[config.mk]
export PLATFORM = sky130hd
export DESIGN_NAME = cache_dp_arbiter
export DESIGN_NICKNAME = d
export VERILOG_FILES = /design/src/rtl/cache_dp_arbiter.sv
export SDC_FILE = /design/constraint.sdc
export NUM_CORES = 1
export LEC_CHECK = 0
export ABC_CLOCK_PERIOD_IN_PS = 9800
export CORE_ASPECT_RATIO = 0.7
export CORE_MARGIN = 2
export CORE_UTILIZATION = 30
export DETAILED_ROUTE_END_ITERATION = 7
export GPL_ROUTABILITY_DRIVEN = 0
export PLACE_DENSITY_LB_ADDON = 0.12
export SYNTH_ARGS = -nofsm -noshare
export SYNTH_HDL_FRONTEND = slang
export SYNTH_SLANG_ARGS = --single-unit
[constraint.sdc]
create_clock -name clk -period 9.8 [get_ports clk]
set_clock_uncertainty 0.1 [all_clocks]
set_input_delay 2.94 -clock clk [delete_from_list [all_inputs] [get_ports clk]]
set_output_delay 2.94 -clock clk [all_outputs]
set_load 0.1 [all_outputs]
[src/rtl/cache_dp_arbiter.sv]
// Round-robin arbiter sharing a dual-port direct-mapped cache between NUM_REQ readers and one writer.
// Optional response hit/miss counters are built when CACHE_ARB_STATS_EN is defined.
module cache_dp_arbiter #(
    parameter int NUM_REQ    = 4,
    parameter int IDX_BITS   = 2,
    parameter int DATA_WIDTH = 16,
    parameter int ADDR_WIDTH = 8
) (
    input  logic                          clk,
    input  logic                          reset,
    input  logic [NUM_REQ-1:0]            rd_valid_i,
    input  logic [NUM_REQ*ADDR_WIDTH-1:0] rd_addr_i,
    output logic [NUM_REQ-1:0]            rd_ready_o,
    output logic [NUM_REQ-1:0]            rsp_valid_o,
    output logic [NUM_REQ*DATA_WIDTH-1:0] rsp_data_o,
    output logic [NUM_REQ-1:0]            rsp_hit_o,
    input  logic                          wr_valid_i,
    input  logic [ADDR_WIDTH-1:0]         wr_addr_i,
    input  logic [DATA_WIDTH-1:0]         wr_data_i,
    output logic                          wr_ready_o,
    output logic [ADDR_WIDTH-1:0]         cache_addra_o,
    output logic [ADDR_WIDTH-1:0]         cache_addrb_o,
    output logic [DATA_WIDTH-1:0]         cache_wdata_o,
    output logic                          cache_cea_o,
    output logic                          cache_ceb_o,
    output logic                          cache_we_o,
    input  logic [DATA_WIDTH-1:0]         cache_rdataa_i,
    input  logic [DATA_WIDTH-1:0]         cache_rdatab_i,
    input  logic                          cache_rhita_i,
    input  logic                          cache_rhitb_i,
    output logic [31:0]                   hit_cnt_o,
    output logic [31:0]                   miss_cnt_o
);
    localparam int PTR_W = (NUM_REQ > 1) ? $clog2(NUM_REQ) : 1;

    logic [PTR_W-1:0]            rr_ptr_q, rr_ptr_d;
    logic [PTR_W-1:0]            g0_idx, g1_idx;
    logic                        g0_found, g1_found;
    logic                        grant_b, grant_a, wr_en, fwd_hit;
    logic [ADDR_WIDTH-1:0]       req_addr [NUM_REQ];
    logic [NUM_REQ-1:0]          rd_grant;
    logic [NUM_REQ-1:0]          rsp_valid_q, rsp_valid_d;
    logic [NUM_REQ*DATA_WIDTH-1:0] rsp_data_q, rsp_data_d;
    logic [NUM_REQ-1:0]          rsp_hit_q, rsp_hit_d;

    function automatic logic [PTR_W-1:0] ptr_inc(input logic [PTR_W-1:0] p);
        return (int'(p) == NUM_REQ - 1) ? '0 : p + 1'b1;
    endfunction

    genvar gi;
    generate
        for (gi = 0; gi < NUM_REQ; gi++) begin : g_req
            assign req_addr[gi] = rd_addr_i[gi*ADDR_WIDTH +: ADDR_WIDTH];
            assign rd_grant[gi] = (grant_b && (g0_idx == PTR_W'(gi))) ||
                                  (grant_a && (g1_idx == PTR_W'(gi)));
        end
    endgenerate

    // Circular search from rr_ptr: first valid goes to port B, second to port A.
    always_comb begin
        int sum;
        logic [PTR_W-1:0] cand;
        g0_found = 1'b0;
        g1_found = 1'b0;
        g0_idx   = '0;
        g1_idx   = '0;
        sum      = 0;
        cand     = '0;
        for (int k = 0; k < NUM_REQ; k++) begin
            sum = int'(rr_ptr_q) + k;
            if (sum >= NUM_REQ) sum = sum - NUM_REQ;
            cand = PTR_W'(sum);
            if (rd_valid_i[cand]) begin
                if (!g0_found) begin
                    g0_found = 1'b1;
                    g0_idx   = cand;
                end else if (!g1_found) begin
                    g1_found = 1'b1;
                    g1_idx   = cand;
                end
            end
        end
    end

    assign wr_en   = wr_valid_i && !reset;
    assign grant_b = g0_found && !reset;
    assign grant_a = g1_found && !wr_valid_i && !reset;

    // A port-B read of the address being written would see stale contents.
    assign fwd_hit = wr_en && grant_b &&
                     (req_addr[g0_idx][IDX_BITS-1:0] == wr_addr_i[IDX_BITS-1:0]) &&
                     (req_addr[g0_idx][ADDR_WIDTH-1:IDX_BITS] == wr_addr_i[ADDR_WIDTH-1:IDX_BITS]);

    assign rd_ready_o    = rd_grant;
    assign wr_ready_o    = wr_en;
    assign cache_we_o    = wr_en;
    assign cache_cea_o   = wr_en || grant_a;
    assign cache_ceb_o   = grant_b;
    assign cache_wdata_o = wr_valid_i ? wr_data_i : '0;
    assign cache_addra_o = wr_valid_i ? wr_addr_i : (g1_found ? req_addr[g1_idx] : '0);
    assign cache_addrb_o = g0_found ? req_addr[g0_idx] : '0;

    always_comb begin
        rr_ptr_d = rr_ptr_q;
        if (grant_a)      rr_ptr_d = ptr_inc(g1_idx);
        else if (grant_b) rr_ptr_d = ptr_inc(g0_idx);
    end

    always_comb begin
        rsp_valid_d = rd_grant;
        rsp_data_d  = rsp_data_q;
        rsp_hit_d   = rsp_hit_q;
        for (int r = 0; r < NUM_REQ; r++) begin
            if (grant_b && (int'(g0_idx) == r)) begin
                rsp_data_d[r*DATA_WIDTH +: DATA_WIDTH] = fwd_hit ? wr_data_i : cache_rdatab_i;
                rsp_hit_d[r] = fwd_hit || cache_rhitb_i;
            end else if (grant_a && (int'(g1_idx) == r)) begin
                rsp_data_d[r*DATA_WIDTH +: DATA_WIDTH] = cache_rdataa_i;
                rsp_hit_d[r] = cache_rhita_i;
            end
        end
    end

    always_ff @(posedge clk or posedge reset) begin
        if (reset) begin
            rr_ptr_q    <= '0;
            rsp_valid_q <= '0;
            rsp_data_q  <= '0;
            rsp_hit_q   <= '0;
        end else begin
            rr_ptr_q    <= rr_ptr_d;
            rsp_valid_q <= rsp_valid_d;
            rsp_data_q  <= rsp_data_d;
            rsp_hit_q   <= rsp_hit_d;
        end
    end

    assign rsp_valid_o = rsp_valid_q;
    assign rsp_data_o  = rsp_data_q;
    assign rsp_hit_o   = rsp_hit_q;

`ifdef CACHE_ARB_STATS_EN
    logic [31:0] hit_cnt_q, hit_cnt_d, miss_cnt_q, miss_cnt_d;

    always_comb begin
        logic [32:0] hit_sum, miss_sum;
        hit_sum  = {1'b0, hit_cnt_q};
        miss_sum = {1'b0, miss_cnt_q};
        for (int r = 0; r < NUM_REQ; r++) begin
            if (rsp_valid_q[r] && rsp_hit_q[r])  hit_sum  = hit_sum + 33'd1;
            if (rsp_valid_q[r] && !rsp_hit_q[r]) miss_sum = miss_sum + 33'd1;
        end
        hit_cnt_d  = hit_sum[32]  ? 32'hFFFF_FFFF : hit_sum[31:0];
        miss_cnt_d = miss_sum[32] ? 32'hFFFF_FFFF : miss_sum[31:0];
    end

    always_ff @(posedge clk or posedge reset) begin
        if (reset) begin
            hit_cnt_q  <= '0;
            miss_cnt_q <= '0;
        end else begin
            hit_cnt_q  <= hit_cnt_d;
            miss_cnt_q <= miss_cnt_d;
        end
    end

    assign hit_cnt_o  = hit_cnt_q;
    assign miss_cnt_o = miss_cnt_q;
`else
    assign hit_cnt_o  = '0;
    assign miss_cnt_o = '0;
`endif
endmodule

==> impl_metrics.tcl <==
set metrics [dict create \
    instances_no_fill 1211 \
    ys.flop_type "dfrtp_1" \
    cpMostUsedCell "nor2_1" \
    use_met2_pct 34.6 \
    die_area_mm2 0.0215 \
    critPathTopFamily "buffers and inverters" \
    syn2layout_area_growth_pct 43.2 \
    cts_tree "done" \
    ctsHoldBuffers 0 \
    min_to "rsp_data_o[47]" \
    final_util_pct 43.9 \
    hp-class "reg2reg" \
    max_stage_delay_ps 800 \
    busiest_layer "met2" \
    cp.depth 14 \
    timing_worst_setup_path_type "in2out" \
    status "finished, final reports clean" \
    relSlewSlack_pct 28.7 \
    io_buffers 208 \
    numCtsBuffers 9 \
    crit_arrival_ps 6250 \
    synthCells 749 \
    drc 0 \
    critical_path.cell_chain "clkdlybuf4s50_1, nor2_1, nor3_1, a21o_1, ha_1, mux2_2, a221oi_2, nor2_1, nor2_1, inv_1, ha_1, nand2_1, nand2_1, buf_12" \
    yosysTopAreaCellShare_pct 30.4 \
    num_vias 6637 \
    path_max_fanout 15 \
    synth_edf_count 0 \
    netlist_area_mm2 0.00609 \
    slowest_stage "clkdlybuf4s50_1" \
    clkTransAtPathRegs_ps 70 \
    routed_wl_mm 25.3 \
    min_period_ps 9290 \
    hold-path-cell-count 2 \
    yosysTopAreaCell "dfrtp_1" \
    cts-resized-gates 0 \
    use_met1_pct 33.6 \
    cts_sinks 74 \
    period_share_pct 94.8 \
    grt_start_max_net_pins 50 \
    h-tree-depth 3 \
    endpoint_kind "output pin" \
    drtAntennaViolNets 0 \
    antenna_found_initial 2 \
    reg2reg_from "rr_ptr_q[0]" \
    r2r_end "rsp_data_o[17]" \
    fin_nets 1041 \
    synth.top_cells.by_area "dfrtp_1 30%, nand2_1 10%, a32oi_1 9.4%" \
    setup_viol 0 \
    maxCapViolations 0 \
    ys_seq_area_share_pct 30.4 \
    syn_avg_cell_area_um2 8.13 \
    clkLatencyLatePin_ps 330 \
    clock.fmax_ghz 0.108 \
    die_x_um 174 \
    crit_buf_inv 3 \
    ys_ff_latch 74 \
    via_per_inst 5.48 \
    hpwl_mm 18.3 \
    die_height_um 123 \
    holdWs_ps 456 \
    cts_setup_buffers 0 \
    grt_pass1_vias 6005 \
    grt_usage_pct 23.1 \
    rows 43 \
    worstPathRequired_ps 6760 \
    met3_usage_pct 6.12 \
    hp-start "rsp_data_o[47]" \
    grt_setup_unrepaired "false" \
    cts_buffer_depth 2 \
    hold_viol_final 0 \
    grt_overflow_total 0 \
    start_util_pct 30.7 \
    drt-wirelength-per-cell_um 20.9 \
    slew_violations 0 \
    core_area_mm2 0.0199 \
    dr.pass1.iters 5 \
    grt_pass1_wl_mm 37.7 \
    fill_cells 2041 \
    ff2ff_path_depth 13 \
    rrSetupSlack_ps 4370 \
    cp-start-kind "primary input" \
    drive_above_1_share_pct 12.5 \
    fin_tns_setup_ps 0 \
    worst_slew_pin_slew_ps 1070 \
    synthDistinctLibCells 65 \
    root_buffer "clkbuf_16" \
    yosysWarnings 0 \
    ios 273 \
    synthArstFlopShare_pct 100 \
    dp_cells 1193 \
    drt_iter0_drc 568 \
]
==> synthesized netlist by cell type (3+ instances only) <==
library cell / count
a31oi_1: 66
nand2_1: 162
buf_2: 6
buf_6: 6
nor3_1: 4
clkbuf_1: 44
or4_1: 3
o21ai_2: 10
nand3b_1: 7
dfrtp_1: 74
and3b_1: 3
mux2i_1: 24
a21oi_1: 11
nand3_1: 9
o211ai_1: 3
a211oi_1: 9
a211o_1: 6
and2_1: 17
inv_1: 12
a32oi_1: 65
o221ai_1: 10
nor3b_1: 3
ha_1: 10
nor2_1: 21
o21ai_0: 19
and3_1: 8
nand4_1: 8
o22ai_1: 8
xor2_1: 4
buf_4: 65
nor2b_1: 7
==> flip-flops by register name, indices dropped and copies added (netlist names) <==
name         count
rr_ptr_q         2
rsp_data_o      64
rsp_hit_o        4
rsp_valid_o      4
==> stage by stage <==
| step | instance area (µm²) | worst slack, ps |
|---|---|---|
| after floorplan | 6380 | 228 |
| after detailed placement | 8420 | 513 |
| after global placement | 8420 | 581 |
| final | 8720 | 511 |
| after global routing | 8710 | 286 |
| after CTS | 8710 | 509 |
==> cells in the final DEF, fill, tap and decap left out, drive strengths merged, types with 4 or more instances in the layout <==
| cell | count |
|---|---|
| xor2 | 4 |
| dfrtp | 74 |
| nand3 | 9 |
| nand4 | 8 |
| mux2i | 24 |
| a211oi | 9 |
| nor3 | 4 |
| nor2 | 21 |
| clkdlybuf4s50 | 168 |
| nand3b | 7 |
| o21ai | 30 |
| ha | 10 |
| conb | 64 |
| a32oi | 65 |
| nor2b | 7 |
| buf | 67 |
| clkbuf | 10 |
| nand2 | 162 |
| and3 | 8 |
| a211o | 6 |
| o221ai | 10 |
| and2 | 17 |
| o22ai | 8 |
| a31oi | 66 |
| a21oi | 11 |
| inv | 13 |
==> worst max-delay path by stage <==
stage                   from                to  slack, ps
3_5_place_dp   rd_valid_i[3]  cache_addrb_o[1]        510
3_3_place_gp   rd_valid_i[3]  cache_addrb_o[1]        580
5_1_grt        rd_valid_i[2]     rd_ready_o[1]        290
4_1_cts        rd_valid_i[3]  cache_addrb_o[1]        510
6_report       rd_valid_i[2]     rd_ready_o[3]        510
2_1_floorplan  rd_valid_i[2]     rd_ready_o[0]        230
==> cell families (layout without fill, tap and decap cells) <==
logic type,count (synthesis),after routing,share of synthesized area [%]
AND/OR/NAND/NOR,260,260,19.5
AO/OA/AOI/OAI,236,236,29.1
multiplexers,27,27,4.87
XOR/XNOR,5,5,0.719
other,1,66,0.0616
adder cells (fa/ha/maj),10,10,2.06
buffers and inverters,136,263,13.3
flip-flops,74,74,30.4
==> layout make-up <==
class / instances / area (µm²) / share of cell area (%)
clock inverter: 6 / 65.1 / 0.746
antenna: 2 / 5.00 / 0.0574
inverter: 12 / 46.3 / 0.531
tap: 270 / 338 / 3.88
timing repair buffer: 235 / 2450 / 28.1
clock buffer: 10 / 229 / 2.63
sequential: 74 / 1850 / 21.2
multi-input combinational: 602 / 3730 / 42.8
==> metal layers <==
| metal | share of wire [%] | vias up |
|---|---|---|
| met4 | 0.63 | 2 |
| li1 | - | 3071 |
| met3 | 9.5 | 14 |
| met5 | 0.051 | - |
| met2 | 43 | 360 |
| met1 | 46 | 3190 |
==> worst register-to-register path, stage by stage (launching register included) <==
cell	delay (ps)
dfrtp_1	930
nor2_1	260
a21oi_1	230
a21o_1	210
ha_1	240
mux2_2	290
a221o_1	460
a211o_1	370
a31o_1	230
a221oi_2	360
o2111a_2	890
buf_4	420
a31oi_1	140
a32oi_1	220
Power is not shown: default switching activity piles up to over one toggle a cycle in this logic, so the estimate is an artifact.
==> RTL edit: new RTL, config.mk and constraints unchanged <==
`NUM_REQ`: 4 -> 8.
--- a/src/rtl/cache_dp_arbiter.sv
+++ b/src/rtl/cache_dp_arbiter.sv
@@ -1,7 +1,7 @@
 // Round-robin arbiter sharing a dual-port direct-mapped cache between NUM_REQ readers and one writer.
 // Optional response hit/miss counters are built when CACHE_ARB_STATS_EN is defined.
 module cache_dp_arbiter #(
-    parameter int NUM_REQ    = 4,
+    parameter int NUM_REQ    = 8,
     parameter int IDX_BITS   = 2,
     parameter int DATA_WIDTH = 16,
     parameter int ADDR_WIDTH = 8
Interface: changed (6 resized); port bits go from 273 to 385. The function was not compared with the original's and may differ.
==> RTL edit against the unedited design <==
- first-iteration DRC count increased by 99%
- maximum frequency down 4.4%
- routed wire length rose by 110%
- area after synthesis increased by 92%
- worst setup slack worse by 0.43 ns
- sequential cell count grew 73
- final area increased by 96%
- count of clock-buffer cells in the layout rose by 13
- critical path type unchanged
- sequential share of layout area rose by 0.34 points
Power is not shown: default switching activity piles up to over one toggle a cycle in this logic, so the estimate is an artifact.
==> RTL edit: results (changes against the unedited design) <==
=================================================================================================
Result of the run                                                                    complete, no violations
Ys async rst share                                                                           100%   unchanged
Maximum cell stage delay along the critical path                                          0.56 ns   -0.24 ns
Dpl cell area                                                                         0.0162 mm^2   +93%
Clock H-tree levels                                                                             4   +1
Number of global-route vias before repair                                                   11300   +88%
Routed met3 length                                                                        3880 um   +61%
Wire length on met2                                                                      22000 um   +100%
Mean routed wirelength per cell                                                           23.6 um   +13%
GRT Resource Usage Total                                                                    25.2%   +2.2 points
Xor/xnor share of the synthesized area                                                      1.46%   +0.74 points
Number of distinct library cell variants in the gate-level netlist after synthesis             85   +31%
Insertion delay to the later sink of the worst-skew pair                                  0.44 ns   +0.11 ns
Critical path arrival                                                                     6.68 ns   +0.43 ns
Ratio of routed vias to standard cells                                                       5.44   -0.69%
Final #Nets                                                                                  1796   +73%
First-pass GRT wire length                                                               76000 um   +100%
Compound-gate portion of the synthesized area                                               20.4%   -8.8 points
Layout cells sized above 1                                                                  22.5%   +10 points
Count of buffers from port buffering                                                          320   +54%
Mux share of post-synthesis cell area                                                       15.0%   +10 points
Buffer share of cell area                                                                   25.8%   -2.3 points
Multi-input combinational cell area                                                  0.00756 mm^2   +100%
Number of flip-flops in the largest register                                                  128   +100%
List of most frequent post-synthesis cells                                           210 x nand2_1, 147 x dfrtp_1, 135 x a31oi_1, 103 x and3_1, 83 x nor2_1
Met1 wire length                                                                         24700 um   +110%
Number of ordinary and repair buffers in the finished layout                                  439   +87%
Pin count of the biggest net entering global routing                                           67   +34%
HPWL Detailed                                                                            39500 um   +120%
Post-Synth Adder-Cell Area                                                                  1.89%   -0.17 points
Number of antenna violations at the first check in global routing                               5   +3
Dominant delay contributor by cell family on the critical path                       compound AO/OA/AOI/OAI gates
Standard cell with the maximum stage delay on the critical path                            mux4_2
Clock buffer cells                                                                             23   +13
TritonCTS Buffers                                                                              17   +8
Num sequential                                                                                147   +99%
Worst Max-Slew Pin Slew                                                                   1.24 ns   +0.178 ns
Synth Instances                                                                              1274   +70%
Clock network contribution to total cell area                                               3.85%   +0.47 points
Total wire length after detailed routing                                                 51800 um   +110%
Total iterations of the first detailed-routing run                                              7   +2
Iteration-0 DRC Markers                                                                      1131   +99%
Sequential standard cell area                                                        0.00368 mm^2   +99%
Worst setup slack after placement                                                       -0.219 ns   -0.732 ns
Post-Route Utilization                                                                      44.4%   +0.52 points
Final antenna diode count                                                                       4   +2
Number of combinational gates with multiple inputs                                           1023   +70%
Largest fanout on the critical path                                                             7   -8
Core ar.                                                                              0.0384 mm^2   +93%
Uppermost layer routed                                                                       met4
Top post-synthesis cells by area                                                     dfrtp_1 32%, a31oi_1 7.2%, nand2_1 6.8%
Cell Count Post-Placement                                                                    2145   +80%
Count of fill cells added during filler insertion                                            3765   +84%
Number of non-clock inverters                                                                  19   +7
Seq/Total Area, Yosys                                                                       31.5%   +1.1 points
=================================================================================================
-- RTL edit: worst paths after layout --
path / depth (start not counted) / slack (ns) / end / startpoint
min in group asynchronous: 2 / 2.95 / rr_ptr_q[2] / reset
max: 16 / 0.08 / cache_addra_o[7] / rd_valid_i[5]
max in group asynchronous: 3 / 5.56 / rsp_data_o[67] / reset
min reg2reg: 3 / 0.52 / rsp_hit_o[4] / rsp_hit_o[4]
min: 3 / 0.52 / rsp_hit_o[4] / rsp_hit_o[4]
max reg2reg: 22 / 2.73 / rsp_data_o[90] / rr_ptr_q[1]
-- RTL edit: repair_timing --
action                                  CTS  global route
endpoints found under the setup margin   15            18
resized for setup                        12            26
pin swaps                                 2             7
setup buffers                             3             6
gates cloned                              1             0
-- RTL edit: per-layer routing --
| metal | vias to the layer above | GRT usage [%] |
|---|---|---|
| li1 | 5398 | - |
| met1 | 5965 | 38.0 |
| met2 | 515 | 36.3 |
| met3 | 47 | 4.63 |
| met4 | 0 | 7.20 |
| met5 | - | 0 |
